===== src/rtl/rf_wb_pkg.sv =====
// Shared definitions for the register-file write-back arbiter.
//   - default widths and FIFO depth
//   - wb_src_e : write-back source encoding (ALU = 0, MEM = 1)
//   - wb_entry_t : one queued write (dest register + data) at default widths
//   - other_src() : the source that is not the given one (round-robin helper)
package rf_wb_pkg;

  localparam int DEF_FIFO_DEPTH = 2;
  localparam int DEF_ADDR_W     = 5;
  localparam int DEF_DATA_W     = 32;

  typedef enum logic {
    SRC_ALU = 1'b0,
    SRC_MEM = 1'b1
  } wb_src_e;

  typedef struct packed {
    logic [DEF_ADDR_W-1:0] dest;
    logic [DEF_DATA_W-1:0] data;
  } wb_entry_t;

  function automatic wb_src_e other_src(input wb_src_e s);
    return (s == SRC_ALU) ? SRC_MEM : SRC_ALU;
  endfunction

endpackage


===== src/rtl/wb_fifo.sv =====
// Synchronous FIFO that holds pending register-file writes for one source.
// Ports:
//   clk, rst               clock (rising edge), asynchronous active-low reset
//   push, push_dest/data   enqueue request (ignored when full)
//   pop                    dequeue the head (ignored when empty)
//   head_dest/data         current head entry
//   full, empty, count     occupancy
//   ent_dest, ent_valid    every slot's dest and whether it holds a live
//                          entry, used by the hazard compare in the parent
module wb_fifo #(
  parameter int DEPTH  = 2,
  parameter int ADDR_W = 5,
  parameter int DATA_W = 32
) (
  input  logic                         clk,
  input  logic                         rst,
  input  logic                         push,
  input  logic [ADDR_W-1:0]            push_dest,
  input  logic [DATA_W-1:0]            push_data,
  input  logic                         pop,
  output logic [ADDR_W-1:0]            head_dest,
  output logic [DATA_W-1:0]            head_data,
  output logic                         full,
  output logic                         empty,
  output logic [$clog2(DEPTH):0]       count,
  output logic [DEPTH-1:0][ADDR_W-1:0] ent_dest,
  output logic [DEPTH-1:0]             ent_valid
);

  localparam int PW = $clog2(DEPTH);
  localparam logic [PW:0] FULL_CNT = (PW+1)'(DEPTH);

  logic [PW-1:0]                rd_ptr;
  logic [PW-1:0]                wr_ptr;
  logic [PW:0]                  cnt;
  logic [DEPTH-1:0][ADDR_W-1:0] dest_q;
  logic [DEPTH-1:0][DATA_W-1:0] data_q;
  logic                         do_push;
  logic                         do_pop;
  logic [PW-1:0]                offs;

  assign full      = (cnt == FULL_CNT);
  assign empty     = (cnt == '0);
  assign count     = cnt;
  assign do_push   = push && !full;
  assign do_pop    = pop && !empty;
  assign head_dest = dest_q[rd_ptr];
  assign head_data = data_q[rd_ptr];
  assign ent_dest  = dest_q;

  // Storage needs no reset: liveness comes from the pointers and count.
  always_ff @(posedge clk) begin
    if (do_push) begin
      dest_q[wr_ptr] <= push_dest;
      data_q[wr_ptr] <= push_data;
    end
  end

  // DEPTH is a power of two, so the pointers wrap by natural overflow.
  always_ff @(posedge clk or negedge rst) begin
    if (!rst) begin
      rd_ptr <= '0;
      wr_ptr <= '0;
      cnt    <= '0;
    end else begin
      if (do_push) wr_ptr <= wr_ptr + 1'b1;
      if (do_pop)  rd_ptr <= rd_ptr + 1'b1;
      unique case ({do_push, do_pop})
        2'b10:   cnt <= cnt + 1'b1;
        2'b01:   cnt <= cnt - 1'b1;
        default: cnt <= cnt;
      endcase
    end
  end

  // A slot is live when its distance past the read pointer is below count.
  always_comb begin
    ent_valid = '0;
    offs      = '0;
    for (int unsigned i = 0; i < DEPTH; i++) begin
      offs         = PW'(i) - rd_ptr;
      ent_valid[i] = ({1'b0, offs} < cnt);
    end
  end

endmodule


===== src/rtl/rf_wb_arbiter.sv =====
// Register-file write-port arbiter between ALU results (src 0) and memory
// load returns (src 1).  Each source queues into its own wb_fifo; a
// round-robin arbiter drains one entry per cycle into a registered write
// stage that drives RegWrite / WriteRegister / WriteData.  Writes to r0 are
// drained silently.  Per-operand RAW hazard flags let decode stall while a
// source register has a write queued or in the write stage.
//
// Build option: define RF_WB_FWD_EN to forward the write-stage value to
// decode (fwdK_hit/fwdK_data) instead of flagging a hazard for it.  Without
// it the forwarding outputs are tied to zero.
//
// Ports:
//   clk, rst                          clock, async active-low reset
//   alu_valid/ready/dest/data         ALU write-back request channel
//   mem_valid/ready/dest/data         load write-back request channel
//   wr_en, wr_addr, wr_data           register-file write port
//   rs1_addr, rs2_addr                decode source registers
//   haz1, haz2                        source has a pending write
//   fwd1_hit/data, fwd2_hit/data      write-stage forwarding (option only)
//   busy                              anything queued or being written
module rf_wb_arbiter
  import rf_wb_pkg::*;
#(
  parameter int FIFO_DEPTH = DEF_FIFO_DEPTH,
  parameter int ADDR_W     = DEF_ADDR_W,
  parameter int DATA_W     = DEF_DATA_W
) (
  input  logic              clk,
  input  logic              rst,
  input  logic              alu_valid,
  output logic              alu_ready,
  input  logic [ADDR_W-1:0] alu_dest,
  input  logic [DATA_W-1:0] alu_data,
  input  logic              mem_valid,
  output logic              mem_ready,
  input  logic [ADDR_W-1:0] mem_dest,
  input  logic [DATA_W-1:0] mem_data,
  output logic              wr_en,
  output logic [ADDR_W-1:0] wr_addr,
  output logic [DATA_W-1:0] wr_data,
  input  logic [ADDR_W-1:0] rs1_addr,
  input  logic [ADDR_W-1:0] rs2_addr,
  output logic              haz1,
  output logic              haz2,
  output logic              fwd1_hit,
  output logic              fwd2_hit,
  output logic [DATA_W-1:0] fwd1_data,
  output logic [DATA_W-1:0] fwd2_data,
  output logic              busy
);

  localparam int CW = $clog2(FIFO_DEPTH) + 1;

  logic                              alu_full, mem_full;
  logic                              alu_empty, mem_empty;
  logic [CW-1:0]                     alu_cnt, mem_cnt;
  logic [ADDR_W-1:0]                 alu_hdest, mem_hdest;
  logic [DATA_W-1:0]                 alu_hdata, mem_hdata;
  logic [FIFO_DEPTH-1:0][ADDR_W-1:0] alu_edest, mem_edest;
  logic [FIFO_DEPTH-1:0]             alu_evalid, mem_evalid;
  logic                              alu_push, mem_push;
  logic                              alu_pop, mem_pop;

  wb_src_e           last_grant;
  logic              gnt;
  wb_src_e           gnt_src;
  logic [ADDR_W-1:0] gnt_dest;
  logic [DATA_W-1:0] gnt_data;

  logic fifo_hit1, fifo_hit2;
  logic wr_hit1, wr_hit2;
  logic nz1, nz2;

  // Ready depends on occupancy only, so a full FIFO refuses a push even in
  // a cycle where it is also being popped.
  assign alu_ready = !alu_full;
  assign mem_ready = !mem_full;
  assign alu_push  = alu_valid && alu_ready;
  assign mem_push  = mem_valid && mem_ready;

  wb_fifo #(
    .DEPTH  (FIFO_DEPTH),
    .ADDR_W (ADDR_W),
    .DATA_W (DATA_W)
  ) u_alu_fifo (
    .clk       (clk),
    .rst       (rst),
    .push      (alu_push),
    .push_dest (alu_dest),
    .push_data (alu_data),
    .pop       (alu_pop),
    .head_dest (alu_hdest),
    .head_data (alu_hdata),
    .full      (alu_full),
    .empty     (alu_empty),
    .count     (alu_cnt),
    .ent_dest  (alu_edest),
    .ent_valid (alu_evalid)
  );

  wb_fifo #(
    .DEPTH  (FIFO_DEPTH),
    .ADDR_W (ADDR_W),
    .DATA_W (DATA_W)
  ) u_mem_fifo (
    .clk       (clk),
    .rst       (rst),
    .push      (mem_push),
    .push_dest (mem_dest),
    .push_data (mem_data),
    .pop       (mem_pop),
    .head_dest (mem_hdest),
    .head_data (mem_hdata),
    .full      (mem_full),
    .empty     (mem_empty),
    .count     (mem_cnt),
    .ent_dest  (mem_edest),
    .ent_valid (mem_evalid)
  );

  // Arbitration looks only at registered occupancy, so an entry pushed this
  // cycle cannot be granted until the next one.
  always_comb begin
    gnt     = !alu_empty || !mem_empty;
    gnt_src = SRC_ALU;
    if (!alu_empty && !mem_empty) begin
      gnt_src = other_src(last_grant);
    end else if (!mem_empty) begin
      gnt_src = SRC_MEM;
    end
    alu_pop  = gnt && (gnt_src == SRC_ALU);
    mem_pop  = gnt && (gnt_src == SRC_MEM);
    gnt_dest = (gnt_src == SRC_MEM) ? mem_hdest : alu_hdest;
    gnt_data = (gnt_src == SRC_MEM) ? mem_hdata : alu_hdata;
  end

  always_ff @(posedge clk or negedge rst) begin
    if (!rst) begin
      wr_en      <= 1'b0;
      wr_addr    <= '0;
      wr_data    <= '0;
      last_grant <= SRC_MEM;
    end else if (gnt) begin
      wr_en      <= (gnt_dest != '0);
      wr_addr    <= gnt_dest;
      wr_data    <= gnt_data;
      last_grant <= gnt_src;
    end else begin
      wr_en      <= 1'b0;
    end
  end

  always_comb begin
    fifo_hit1 = 1'b0;
    fifo_hit2 = 1'b0;
    for (int unsigned i = 0; i < FIFO_DEPTH; i++) begin
      if (alu_evalid[i] && (alu_edest[i] == rs1_addr)) fifo_hit1 = 1'b1;
      if (mem_evalid[i] && (mem_edest[i] == rs1_addr)) fifo_hit1 = 1'b1;
      if (alu_evalid[i] && (alu_edest[i] == rs2_addr)) fifo_hit2 = 1'b1;
      if (mem_evalid[i] && (mem_edest[i] == rs2_addr)) fifo_hit2 = 1'b1;
    end
  end

  assign nz1     = (rs1_addr != '0);
  assign nz2     = (rs2_addr != '0);
  assign wr_hit1 = wr_en && (wr_addr == rs1_addr);
  assign wr_hit2 = wr_en && (wr_addr == rs2_addr);

`ifdef RF_WB_FWD_EN
  // A queued write is younger than the write stage, so it must stall decode
  // even when the write stage could forward an older value.
  always_comb begin
    haz1      = nz1 && fifo_hit1;
    haz2      = nz2 && fifo_hit2;
    fwd1_hit  = nz1 && wr_hit1 && !fifo_hit1;
    fwd2_hit  = nz2 && wr_hit2 && !fifo_hit2;
    fwd1_data = fwd1_hit ? wr_data : '0;
    fwd2_data = fwd2_hit ? wr_data : '0;
  end
`else
  always_comb begin
    haz1      = nz1 && (fifo_hit1 || wr_hit1);
    haz2      = nz2 && (fifo_hit2 || wr_hit2);
    fwd1_hit  = 1'b0;
    fwd2_hit  = 1'b0;
    fwd1_data = '0;
    fwd2_data = '0;
  end
`endif

  assign busy = (alu_cnt != '0) || (mem_cnt != '0) || wr_en;

endmodule

===== config.mk =====
export PLATFORM = sky130hd
export DESIGN_NAME = rf_wb_arbiter
export DESIGN_NICKNAME = d
export VERILOG_FILES = /design/src/rtl/rf_wb_pkg.sv /design/src/rtl/wb_fifo.sv /design/src/rtl/rf_wb_arbiter.sv
export SDC_FILE = /design/constraint.sdc
export NUM_CORES = 1
export LEC_CHECK = 0
export ABC_AREA = 1
export CORE_MARGIN = 3
export CORE_UTILIZATION = 50
export DETAILED_ROUTE_END_ITERATION = 6
export PLACE_DENSITY = 0.88
export SLEW_MARGIN = 20
export SYNTH_ARGS = -nofsm -noshare
export SYNTH_HDL_FRONTEND = slang
export SYNTH_SLANG_ARGS = --single-unit

===== constraint.sdc =====
create_clock -name clk -period 4.6 [get_ports clk]
set_input_delay 0.92 -clock clk [delete_from_list [all_inputs] [get_ports clk]]
set_output_delay 0.92 -clock clk [all_outputs]
set_load 0.03 [all_outputs]

**Word level (Yosys, flattened, before mapping)**

Index checks and enable logic that the tools add are counted.
Widths: inputs -> output; s select.

- Register bits after elaboration: 195
- Latch bits: 0
- Memory bits (writable): 0
- ROM bits: 0
- Output and inout bits: 109
- Word-level logic and storage cells: 134
- Memories: 0

- Add/subtract/negate cells: 12
- Multipliers: 0
- Div/mod/pow operators: 0
- $lt $le $gt $ge: 10
- Equal/unequal tests: 16
- Shift operators: 0
- Multiplexer cells: 36
- Bitwise logic cells: 1
- Reduce and logical (&&, ||, !) cells: 41

Operator list:

| operator | number |
|---|---|
| $mux 32 | 7 |
| $bwmux 64 | 2 |
| $demux 32 s1 | 2 |
| $eq 5x5->1 | 10 |
| $mux 5 | 7 |
| $logic_and 1x1->1 | 23 |
| $bwmux 10 | 2 |
| $reduce_bool 5->1 | 3 |
| $mux 1 | 12 |
| $demux 5 s1 | 2 |
| $eq 2x2->1 const B | 4 |
| $lt 1x2->1 | 4 |
| $lt 1x2->1 const B | 4 |
| $pmux 2 s2 | 2 |
| $reduce_bool 2->1 | 4 |
| $logic_or 1x1->1 | 5 |
| $add 1x1->1 const B | 4 |
| $add 2x1->2 const B | 2 |
| $eq 2x1->1 const B | 2 |
| $logic_not 1->1 | 4 |
| $logic_not 2->1 | 2 |
| $sub 1x1->1 const A | 4 |
| $sub 2x1->2 const B | 2 |
| $ge 1x1->1 const B | 2 |
| $not 1->1 | 1 |

**Depth between registers and ports, before layout**

Gate-level depths: netlist (run 1).

- Word-level depth: 9
- Gate-level depth with buffers: 10

**Hierarchy**

Synthesis (run 1) repeated with hierarchy kept, for this count alone.

- Cell total of the unflattened synthesis: 950
- Area, all modules: 8,961.1 um^2

Modules (own cells, without submodules):

| module | instances | cells each | area an instance (um^2) |
|---|---|---|---|
| rf_wb_arbiter | 1 | 496 | 3,111.7 |
| wb_fifo (u_alu_fifo) | 1 | 227 | 2,926.6 |
| wb_fifo (u_mem_fifo) | 1 | 227 | 2,922.8 |

**Worst setup path after synthesis (run 1)**

No wires, ideal clock.

- Path type: input to register
- Start: in alu_valid
- End: reg u_alu_fifo.data_q[32] (netlist name) (enable)
- Arrival time: 2.610 ns
- Required time: 4.167 ns
- Setup slack: 1.557 ns
- Cell stages on the path: 2
- Cell sequence: nand2_1 > nor2_1

- Cells in the longest elaborated chain, start to end: 2

Ends and longest elaborated chain:

| what | line | RTL |
|---|---|---|
| start: declaration | rf_wb_arbiter.sv:30 | `input logic alu_valid,` |
| $logic_and 1x1->1 | rf_wb_arbiter.sv:78 | `assign alu_push = alu_valid && alu_ready;` |
| $logic_and 1x1->1 | wb_fifo.sv:45 | `assign do_push = push && !full;` |
| end signal: indexed assignment | wb_fifo.sv:55 | `data_q[wr_ptr] <= push_data;` |
| end: declaration | wb_fifo.sv:37 | `logic [DEPTH-1:0][DATA_W-1:0] data_q;` |

No other way between the ends.
A chain may end at the register's enable or synchronous reset.

**Worst setup path after layout (run 1)**

- Start: in rs1_addr[0]
- End: out haz1

- Cells in the longest elaborated chain, start to end: 8
- Elaborated cells between the ends (all ways): 17
- Those cells by class: eq/ne (5); mux (4); reduce/logical (8)

Ends and longest elaborated chain:

| what | line | RTL |
|---|---|---|
| start: declaration | rf_wb_arbiter.sv:41 | `input logic [ADDR_W-1:0] rs1_addr,` |
| $eq 5x5->1 | rf_wb_arbiter.sv:157 | `if (alu_evalid[i] && (alu_edest[i] == rs1_addr)) fifo_hit1 = 1'b1;` |
| $logic_and 1x1->1 | rf_wb_arbiter.sv:157 |  |
| $mux 1 | rf_wb_arbiter.sv:157 |  |
| $mux 1 | rf_wb_arbiter.sv:158 | `if (mem_evalid[i] && (mem_edest[i] == rs1_addr)) fifo_hit1 = 1'b1;` |
| $mux 1 | rf_wb_arbiter.sv:157 |  |
| $mux 1 | rf_wb_arbiter.sv:158 |  |
| $logic_or 1x1->1 | rf_wb_arbiter.sv:182 | `haz1 = nz1 && (fifo_hit1 \|\| wr_hit1);` |
| $logic_and 1x1->1 (*) | rf_wb_arbiter.sv:182 |  |
| end: declaration | rf_wb_arbiter.sv:43 | `output logic haz1,` |

Every way passes the cells marked *; elsewhere a longest branch is shown, timed or not.

==> tab_implementation.tex, run 1 <==
\begin{tabular}{lr}
\hline
Metric & Value \\
\hline
\multicolumn{2}{l}{\textbf{Outcome}} \\
\quad Result of the run & complete, no violations \\
\multicolumn{2}{l}{\textbf{Setup path}} \\
\quad Reg2Reg Capture Point & u\_alu\_fifo.count[1]\$\_DFFE\_PN0P\_ \\
\quad Crit path DAT & 3000 ps \\
\quad Reg-to-reg critical path startpoint & u\_mem\_fifo.count[0]\$\_DFFE\_PN0P\_ \\
\quad Worst endpoint required time & 3680 ps \\
\quad Critical Setup Path Class & in -> out \\
\quad Startpoint types & primary input \\
\quad Capture point of the worst path & haz1 \\
\quad FF-to-FF setup slack & 2180 ps \\
\quad Count of cells along the worst register-to-register path & 9 \\
\quad Crit Path Max Fanout & 7 \\
\quad CP endpoint kind & output pin \\
\quad Crit path launch & rs1\_addr[0] \\
\multicolumn{2}{l}{\textbf{Die}} \\
\quad Die Ht & 139 µm \\
\quad Core ar. & 17400 µm² \\
\quad Boundary Pins & 197 \\
\quad Die W & 139 µm \\
\quad Starting utilization of the core area & 51.2\% \\
\quad FP Rows & 48 \\
\quad Die area & 19400 µm² \\
\multicolumn{2}{l}{\textbf{Synthesis}} \\
\quad Async set or reset register ratio after synthesis & 24.1\% \\
\quad Most instantiated library cell after synthesis & nand2\_1 \\
\quad Number of flops mapped to enable cells by yosys & 148 \\
\quad Post-Synthesis Cells & 849 \\
\quad Average instance area after synthesis & 10.5 µm² \\
\quad Count of unique library cells instantiated by Yosys & 30 \\
\quad Sequential fraction of the synthesis area & 63.3\% \\
\quad Top cells by instance count after synthesis & 233 x nand2\_1, 148 x edfxtp\_1, 108 x nor2\_1 \\
\quad Most area-consuming cells after synthesis & edfxtp\_1 50\%, dfrtp\_1 13\%, nand2\_1 9.9\% \\
\quad Register bit count reported by yosys & 195 \\
\quad Post-synthesis cell type with the largest combined area & edfxtp\_1 \\
\quad Cell Area, Synth & 8880 µm² \\
\quad Proportion of netlist area held by the largest area contributor & 50.1\% \\
\quad Dominant synthesized flop cell & edfxtp\_1 \\
\quad Synth warnings & 0 \\
\multicolumn{2}{l}{\textbf{Clock network}} \\
\quad Number of sinks on the clock net & 195 \\
\quad CTS Hold Bufs & 0 \\
\quad Buffer type at the clock tree root & clkbuf\_16 \\
\quad CTS-repair resized insts & 0 \\
\quad H-tree depth & 4 \\
\quad CTS Buf Count & 17 \\
\quad Clock tree from TritonCTS & built \\
\quad Post-CTS Setup Bufs & 0 \\
\quad CTS clock-pin slew for the worst setup and hold paths & 70 ps \\
\quad Worst-skew pair later-pin latency & 420 ps \\
\quad Number of buffers on the longest clock path & 2 \\
\multicolumn{2}{l}{\textbf{Place}} \\
\quad Count of input and output buffers & 130 \\
\quad Placed inst area & 10100 µm² \\
\quad Half-perimeter wire length of the detailed placement result & 14100 µm \\
\quad Final RePlAce weighted congestion & 0.873 \\
\multicolumn{2}{l}{\textbf{GRT}} \\
\quad First-pass GRT wire length & 32900 µm \\
\quad Grt met1 use & 28.0\% \\
\quad Busiest metal layer after global routing & met2 \\
\quad Antenna violations before repair & 0 \\
\quad Met3 track demand over resource & 4.67\% \\
\quad Global-route congestion overflow total & 0 \\
\quad Total track usage & 21.6\% \\
\quad Met2 GRT Util & 37.5\% \\
\quad Number of global-route vias before repair & 6133 \\
\quad Pin count of the biggest net entering global routing & 48 \\
\multicolumn{2}{l}{\textbf{Timing}} \\
\quad Slew Limit Fails & 0 \\
\quad Worst clock skew & 13.2 ps \\
\quad Hold Slack & 480 ps \\
\quad Worst relative slew slack & 38.1\% \\
\quad Achievable frequency & 0.255 GHz \\
\quad Final setup vio count & 0 \\
\quad Final clock period utilization by the worst path & 85.3\% \\
\quad Hold Fails Final Rpt & 0 \\
\quad Period minus WS final & 3920 ps \\
\quad Slew of the pin with the lowest slew margin & 924 ps \\
\quad Unrepaired setup endpoints after global routing & no \\
\quad Final total negative setup slack & 0 ps \\
\multicolumn{2}{l}{\textbf{Drt}} \\
\quad Average via count per standard cell & 5.03 \\
\quad DRT Pass-1 Iters & 5 \\
\quad DR iter-0 viols & 389 \\
\quad DRC & 0 \\
\quad Wirelength, routed & 20900 µm \\
\quad Final antenna-violating net count & 0 \\
\quad Vias after detailed routing & 6093 \\
\quad Wirelength per Cell & 17.2 µm \\
\multicolumn{2}{l}{\textbf{Layout}} \\
\quad Layout cells sized above 1 & 5.98\% \\
\quad Design area & 10700 µm² \\
\quad Filler cell count & 1351 \\
\quad Layout-stage area growth over the synthesis result & 20.5\% \\
\quad Final Net Count & 1063 \\
\quad Ant diodes & 0 \\
\quad Area of the multi-input gates & 2700 µm² \\
\quad Area used by sequential logic in the layout & 5620 µm² \\
\multicolumn{2}{l}{\textbf{Flow run}} \\
\quad Max capacitance violation total & 0 \\
\multicolumn{2}{l}{\textbf{Min path}} \\
\quad Class of the tightest hold or removal check & reg -> reg \\
\multicolumn{2}{l}{\textbf{Power and ir drop}} \\
\quad Worst vdd rail ir drop & 0.405 mV \\
\quad Cell leakage power & 0.00450 µW \\
\quad Cell area power density & 669 nW/µm² \\
\hline
\end{tabular}
## worst min-delay path by stage
stage                                  from  slack (ps)  depth (start not counted)                      end
global route         wr_data[2]$_DFFE_PN0N_         510                          2   wr_data[2]$_DFFE_PN0N_
global placement     wr_data[7]$_DFFE_PN0N_         460                          2   wr_data[7]$_DFFE_PN0N_
finish              wr_data[14]$_DFFE_PN0N_         480                          2  wr_data[14]$_DFFE_PN0N_
detailed placement  wr_data[14]$_DFFE_PN0N_         460                          2  wr_data[14]$_DFFE_PN0N_
CTS                 wr_data[14]$_DFFE_PN0N_         480                          2  wr_data[14]$_DFFE_PN0N_
floorplan            last_grant$_DFFE_PN1N_         460                          2   last_grant$_DFFE_PN1N_
## logic make-up after synthesis
| kind of cell | Yosys count | share of synthesized area (%) |
|---|---|---|
| muxes | 32 | 3.61 |
| other | 1 | 0.0422 |
| AOI/OAI and AO/OA | 60 | 3.42 |
| xor gates and xnor gates | 21 | 2.07 |
| buffers and inverters | 140 | 9.41 |
| adders and majority gates | 2 | 0.282 |
| and+or+nand+nor | 398 | 17.8 |
| DFF | 195 | 63.3 |
## state kept, by name, indices dropped and copies added, names as in the netlist
register / flops
u_mem_fifo.rd_ptr: 1
u_alu_fifo.data_q: 64
wr_addr: 5
u_alu_fifo.wr_ptr: 1
u_mem_fifo.wr_ptr: 1
wr_data: 32
wr_en: 1
last_grant: 1
u_mem_fifo.count: 2
u_alu_fifo.ent_dest: 10
u_mem_fifo.data_q: 64
u_mem_fifo.ent_dest: 10
u_alu_fifo.count: 2
u_alu_fifo.rd_ptr: 1
## power by group
group	leakage (µW)	switching [µW]	internal [µW]	total, µW
Combinational	0.00231	1910	998	2910
Clock	0.000282	663	766	1430
Sequential	0.00190	336	2490	2830
Total	0.00450	2910	4250	7160
## placed cells by master (no fill, tap or decap), drive strengths merged
cell type / Yosys / layout
nand2: 236 / 236
edfxtp: 148 / 148
clkdlybuf4s50: 0 / 129
nor2: 110 / 110
conb: 1 / 66
nand3: 48 / 48
o21ai: 47 / 47
dfrtp: 46 / 46
inv: 39 / 46
mux2i: 32 / 32
xor2: 19 / 19
clkbuf: 6 / 18
a21oi: 13 / 13
buf: 94 / 11
clkinv: 1 / 6
nor3: 2 / 2
xnor2: 2 / 2
ha: 2 / 2
or2: 2 / 2
bufinv: 0 / 1
clkinvlp: 0 / 1
dfstp: 1 / 1
## metal layers
metal,part of all wire [%],wire (µm),up-vias
li1,-,-,2916
met1,42,8720,2892
met2,50,10400,266
met3,7.3,1530,19
met4,1.2,240,0
met5,0,0,-
## through the flow
stage	setup slack (ps)	cells	utilization (%)	total power (µW)
CTS	645	1211	61.7	7230
finish	676	1211	61.7	7160
global route	508	1211	61.7	7620
floorplan	1560	914	-	4770
global placement	668	1179	58.4	5680
detailed placement	654	1179	58.4	5790
## cell type report
class,count,area share (%)
clock buffers,18,4.01
clock inverters,14,1.34
inverters,40,1.40
multi-input cells,579,25.3
flip-flops and latches,195,52.5
well taps,225,2.63
repair buffers,140,12.8
## worst max-delay path, cell delays in order
cell,delay [ps]
clkdlybuf4s50_1,650
inv_1,170
nand2_1,90
nand2_1,50
a21oi_1,150
nand3_1,90
nand2_1,70
nor2_1,40
nor2_1,90
clkdlybuf4s50_1,680
Note: power is estimated with default switching activity, not from simulation.
==> inputs of run 2 (changes only) <==
--- a/config.mk
+++ b/config.mk
@@ -6,7 +6,7 @@
 export NUM_CORES = 1
 export LEC_CHECK = 0
 export ABC_AREA = 1
-export CORE_MARGIN = 3
+export CORE_MARGIN = 5
 export CORE_UTILIZATION = 50
 export DETAILED_ROUTE_END_ITERATION = 6
 export PLACE_DENSITY = 0.88
==> tab_implementation.tex, run 2 (same netlist as run 1, synthesis figures left out) <==
\begin{tabular}{lr}
\hline
Metric & Value \\
\hline
\multicolumn{2}{l}{\textbf{Outcome}} \\
\quad Result of the run & complete, no violations \\
\multicolumn{2}{l}{\textbf{Timing}} \\
\quad Slew Limit Fails & 0 (unchanged) \\
\quad Worst clock skew & 23.6 ps (+10.4 ps) \\
\quad Final total negative setup slack & 0 ps (unchanged) \\
\quad Unrepaired setup endpoints after global routing & no \\
\quad Slew of the pin with the lowest slew margin & 1060 ps (+140 ps) \\
\quad Final setup vio count & 0 (unchanged) \\
\quad Achievable frequency & 0.253 GHz (-0.60\%) \\
\quad Hold Slack & 484 ps (+4.04 ps) \\
\quad Hold Fails Final Rpt & 0 (unchanged) \\
\quad Final clock period utilization by the worst path & 85.8\% (+0.51 points) \\
\quad Final Worst Setup Slack & 653 ps (-23.6 ps) \\
\quad Period minus WS final & 3950 ps (+23.6 ps) \\
\quad Worst relative slew slack & 28.9\% (-9.2 points) \\
\multicolumn{2}{l}{\textbf{Min path}} \\
\quad Hold endpoint & wr\_data[26]\$\_DFFE\_PN0N\_ \\
\quad Hold-critical path depth & 2 (unchanged) \\
\quad Class of the tightest hold or removal check & reg -> reg \\
\quad Worst hold path startpoint & wr\_data[26]\$\_DFFE\_PN0N\_ \\
\multicolumn{2}{l}{\textbf{Place}} \\
\quad Dpl ws & 643 ps (-11.6 ps) \\
\quad Number of placed instances with taps included & 1178 (-0.085\%) \\
\quad Half-perimeter wire length of the detailed placement result & 14600 µm (+3.5\%) \\
\quad Count of input and output buffers & 130 (unchanged) \\
\quad Final RePlAce weighted congestion & 0.884 (+1.3\%) \\
\multicolumn{2}{l}{\textbf{Layout}} \\
\quad Core occupancy in the finished layout & 61.8\% (+0.18 points) \\
\quad Area used by sequential logic in the layout & 5620 µm² (unchanged) \\
\quad Ant diodes & 0 (unchanged) \\
\quad Area of the multi-input gates & 2700 µm² (unchanged) \\
\quad Filler cell count & 1378 (+2.0\%) \\
\quad Layout-stage area growth over the synthesis result & 20.9\% \\
\quad Layout cells sized above 1 & 5.99\% (+0.0061 points) \\
\quad Leading cell type in the layout, fill and taps excluded & nand2\_1 \\
\quad Most frequent cells in the layout & 233 x nand2\_1, 148 x edfxtp\_1, 129 x clkdlybuf4s50\_1 \\
\quad Largest regs & u\_alu\_fifo.data\_q: 64 flops, u\_mem\_fifo.data\_q: 64 flops, wr\_data: 32 flops \\
\quad Final non-filler cell total & 1210 (-0.083\%) \\
\quad Final Net Count & 1062 (-0.094\%) \\
\multicolumn{2}{l}{\textbf{Setup path}} \\
\quad Worst endpoint required time & 3680 ps (about the same) \\
\quad Startpoint types & primary input \\
\quad Count of cells along the worst register-to-register path & 8 (-1) \\
\quad Critical Setup Path Class & in -> out \\
\quad Reg2Reg Capture Point & u\_alu\_fifo.count[1]\$\_DFFE\_PN0P\_ \\
\quad Crit Path Max Fanout & 7 (unchanged) \\
\quad Reg-to-reg critical path startpoint & u\_alu\_fifo.count[1]\$\_DFFE\_PN0P\_ \\
\quad CP endpoint kind & output pin \\
\quad FF-to-FF setup slack & 2000 ps (-180 ps) \\
\quad Crit path DAT & 3030 ps (+30 ps) \\
\multicolumn{2}{l}{\textbf{Power and ir drop}} \\
\quad Cell leakage power & 0.00451 µW (+0.16\%) \\
\quad Worst vdd rail ir drop & 0.448 mV (+11\%) \\
\quad Cell area power density & 675 nW/µm² (+0.87\%) \\
\multicolumn{2}{l}{\textbf{Clock network}} \\
\quad Clock tree from TritonCTS & built \\
\quad CTS clock-pin slew for the worst setup and hold paths & 70 ps (about the same) \\
\quad Number of buffers on the longest clock path & 2 (unchanged) \\
\quad Number of sinks on the clock net & 195 (unchanged) \\
\quad H-tree depth & 4 (unchanged) \\
\quad CTS-repair resized insts & 0 (unchanged) \\
\quad Buffer type at the clock tree root & clkbuf\_16 \\
\quad Worst-skew pair later-pin latency & 440 ps (+20 ps) \\
\quad CTS Buf Count & 17 (unchanged) \\
\quad Post-CTS Setup Bufs & 0 (unchanged) \\
\quad CTS Hold Bufs & 0 (unchanged) \\
\multicolumn{2}{l}{\textbf{Die}} \\
\quad Die W & 143 µm (+2.9\%) \\
\quad Die area & 20500 µm² (+5.8\%) \\
\quad Starting utilization of the core area & 51.2\% (unchanged) \\
\quad Die Ht & 143 µm (+2.9\%) \\
\quad Core ar. & 17400 µm² (unchanged) \\
\quad FP Rows & 48 (unchanged) \\
\quad Boundary Pins & 197 (unchanged) \\
\multicolumn{2}{l}{\textbf{Drt}} \\
\quad DR iter-0 viols & 436 (+12\%) \\
\quad Final antenna-violating net count & 0 (unchanged) \\
\quad Average via count per standard cell & 5.09 (+1.2\%) \\
\quad Vias after detailed routing & 6163 (+1.1\%) \\
\quad Wirelength, routed & 21700 µm (+4.1\%) \\
\quad Wirelength per Cell & 17.9 µm (+4.2\%) \\
\quad DRT Pass-1 Iters & 5 (unchanged) \\
\quad DRC & 0 (unchanged) \\
\multicolumn{2}{l}{\textbf{GRT}} \\
\quad Pin count of the biggest net entering global routing & 48 (unchanged) \\
\quad Antenna violations before repair & 0 (unchanged) \\
\quad First-pass GRT wire length & 33400 µm (+1.3\%) \\
\quad Total track usage & 21.4\% (-0.19 points) \\
\quad Number of global-route vias before repair & 6226 (+1.5\%) \\
\quad Global-route congestion overflow total & 0 (unchanged) \\
\multicolumn{2}{l}{\textbf{Flow run}} \\
\quad Max capacitance violation total & 0 (unchanged) \\
\hline
\end{tabular}
-- run 2: changes by cell type in the layout (fill, tap and decap cells not counted), sizes merged --
| cell | previous run | this run |
|---|---|---|
| buf | 11 | 10 |
| clkbuf | 18 | 17 |
| clkinv | 6 | 7 |
-- run 2: worst max path at each step --
stage	from	endpoint	cells after the start
floorplan	alu_valid	u_alu_fifo.data_q[32]$_DFFE_PP_	2
global placement	rs2_addr[0]	haz2	10
detailed placement	rs1_addr[0]	haz1	10
CTS	rs1_addr[0]	haz1	10
global route	rs1_addr[0]	haz1	10
finish	rs1_addr[0]	haz1	10
-- run 2: report_power, final --
part | leakage [µW] | switching (µW) | internal (µW)
clock | 0.000294 | 717 | 783
sequential | 0.00190 | 354 | 2490
combinational | 0.00231 | 1910 | 991
-- run 2: metrics by stage --
stage	total power [µW]	instance area, µm²
2_1_floorplan	4770	9120
3_3_place_gp	5670	10100
3_5_place_dp	5780	10100
4_1_cts	7300	10700
5_1_grt	7700	10700
6_report	7250	10700
-- run 2: final cells by class --
cell class / count / area share (%)
timing repair buffer: 139 / 12.7
tap: 225 / 2.62
clock inverter: 15 / 1.74
sequential: 195 / 52.4
multi-input combinational: 579 / 25.2
inverter: 40 / 1.40
clock buffer: 17 / 3.96
-- run 2: metal layers --
layer | track usage, % | vias to the layer above | routed length (µm)
met2 | 37.0 | 262 | 10800
met5 | 0 | - | 0
li1 | - | 2918 | -
met4 | 6.00 | 0 | 297
met3 | 5.39 | 27 | 1720
met1 | 26.9 | 2956 | 8850
-- run 2: critical path: stages --
cell and delay [ps]:
clkdlybuf4s50_1 650, inv_1 160, nand2_1 90, nand2_1 50, nor2_1 130, nand3_1 100, nand2_1 70, nor2_1 40
nor2_1 130, clkdlybuf4s50_1 700
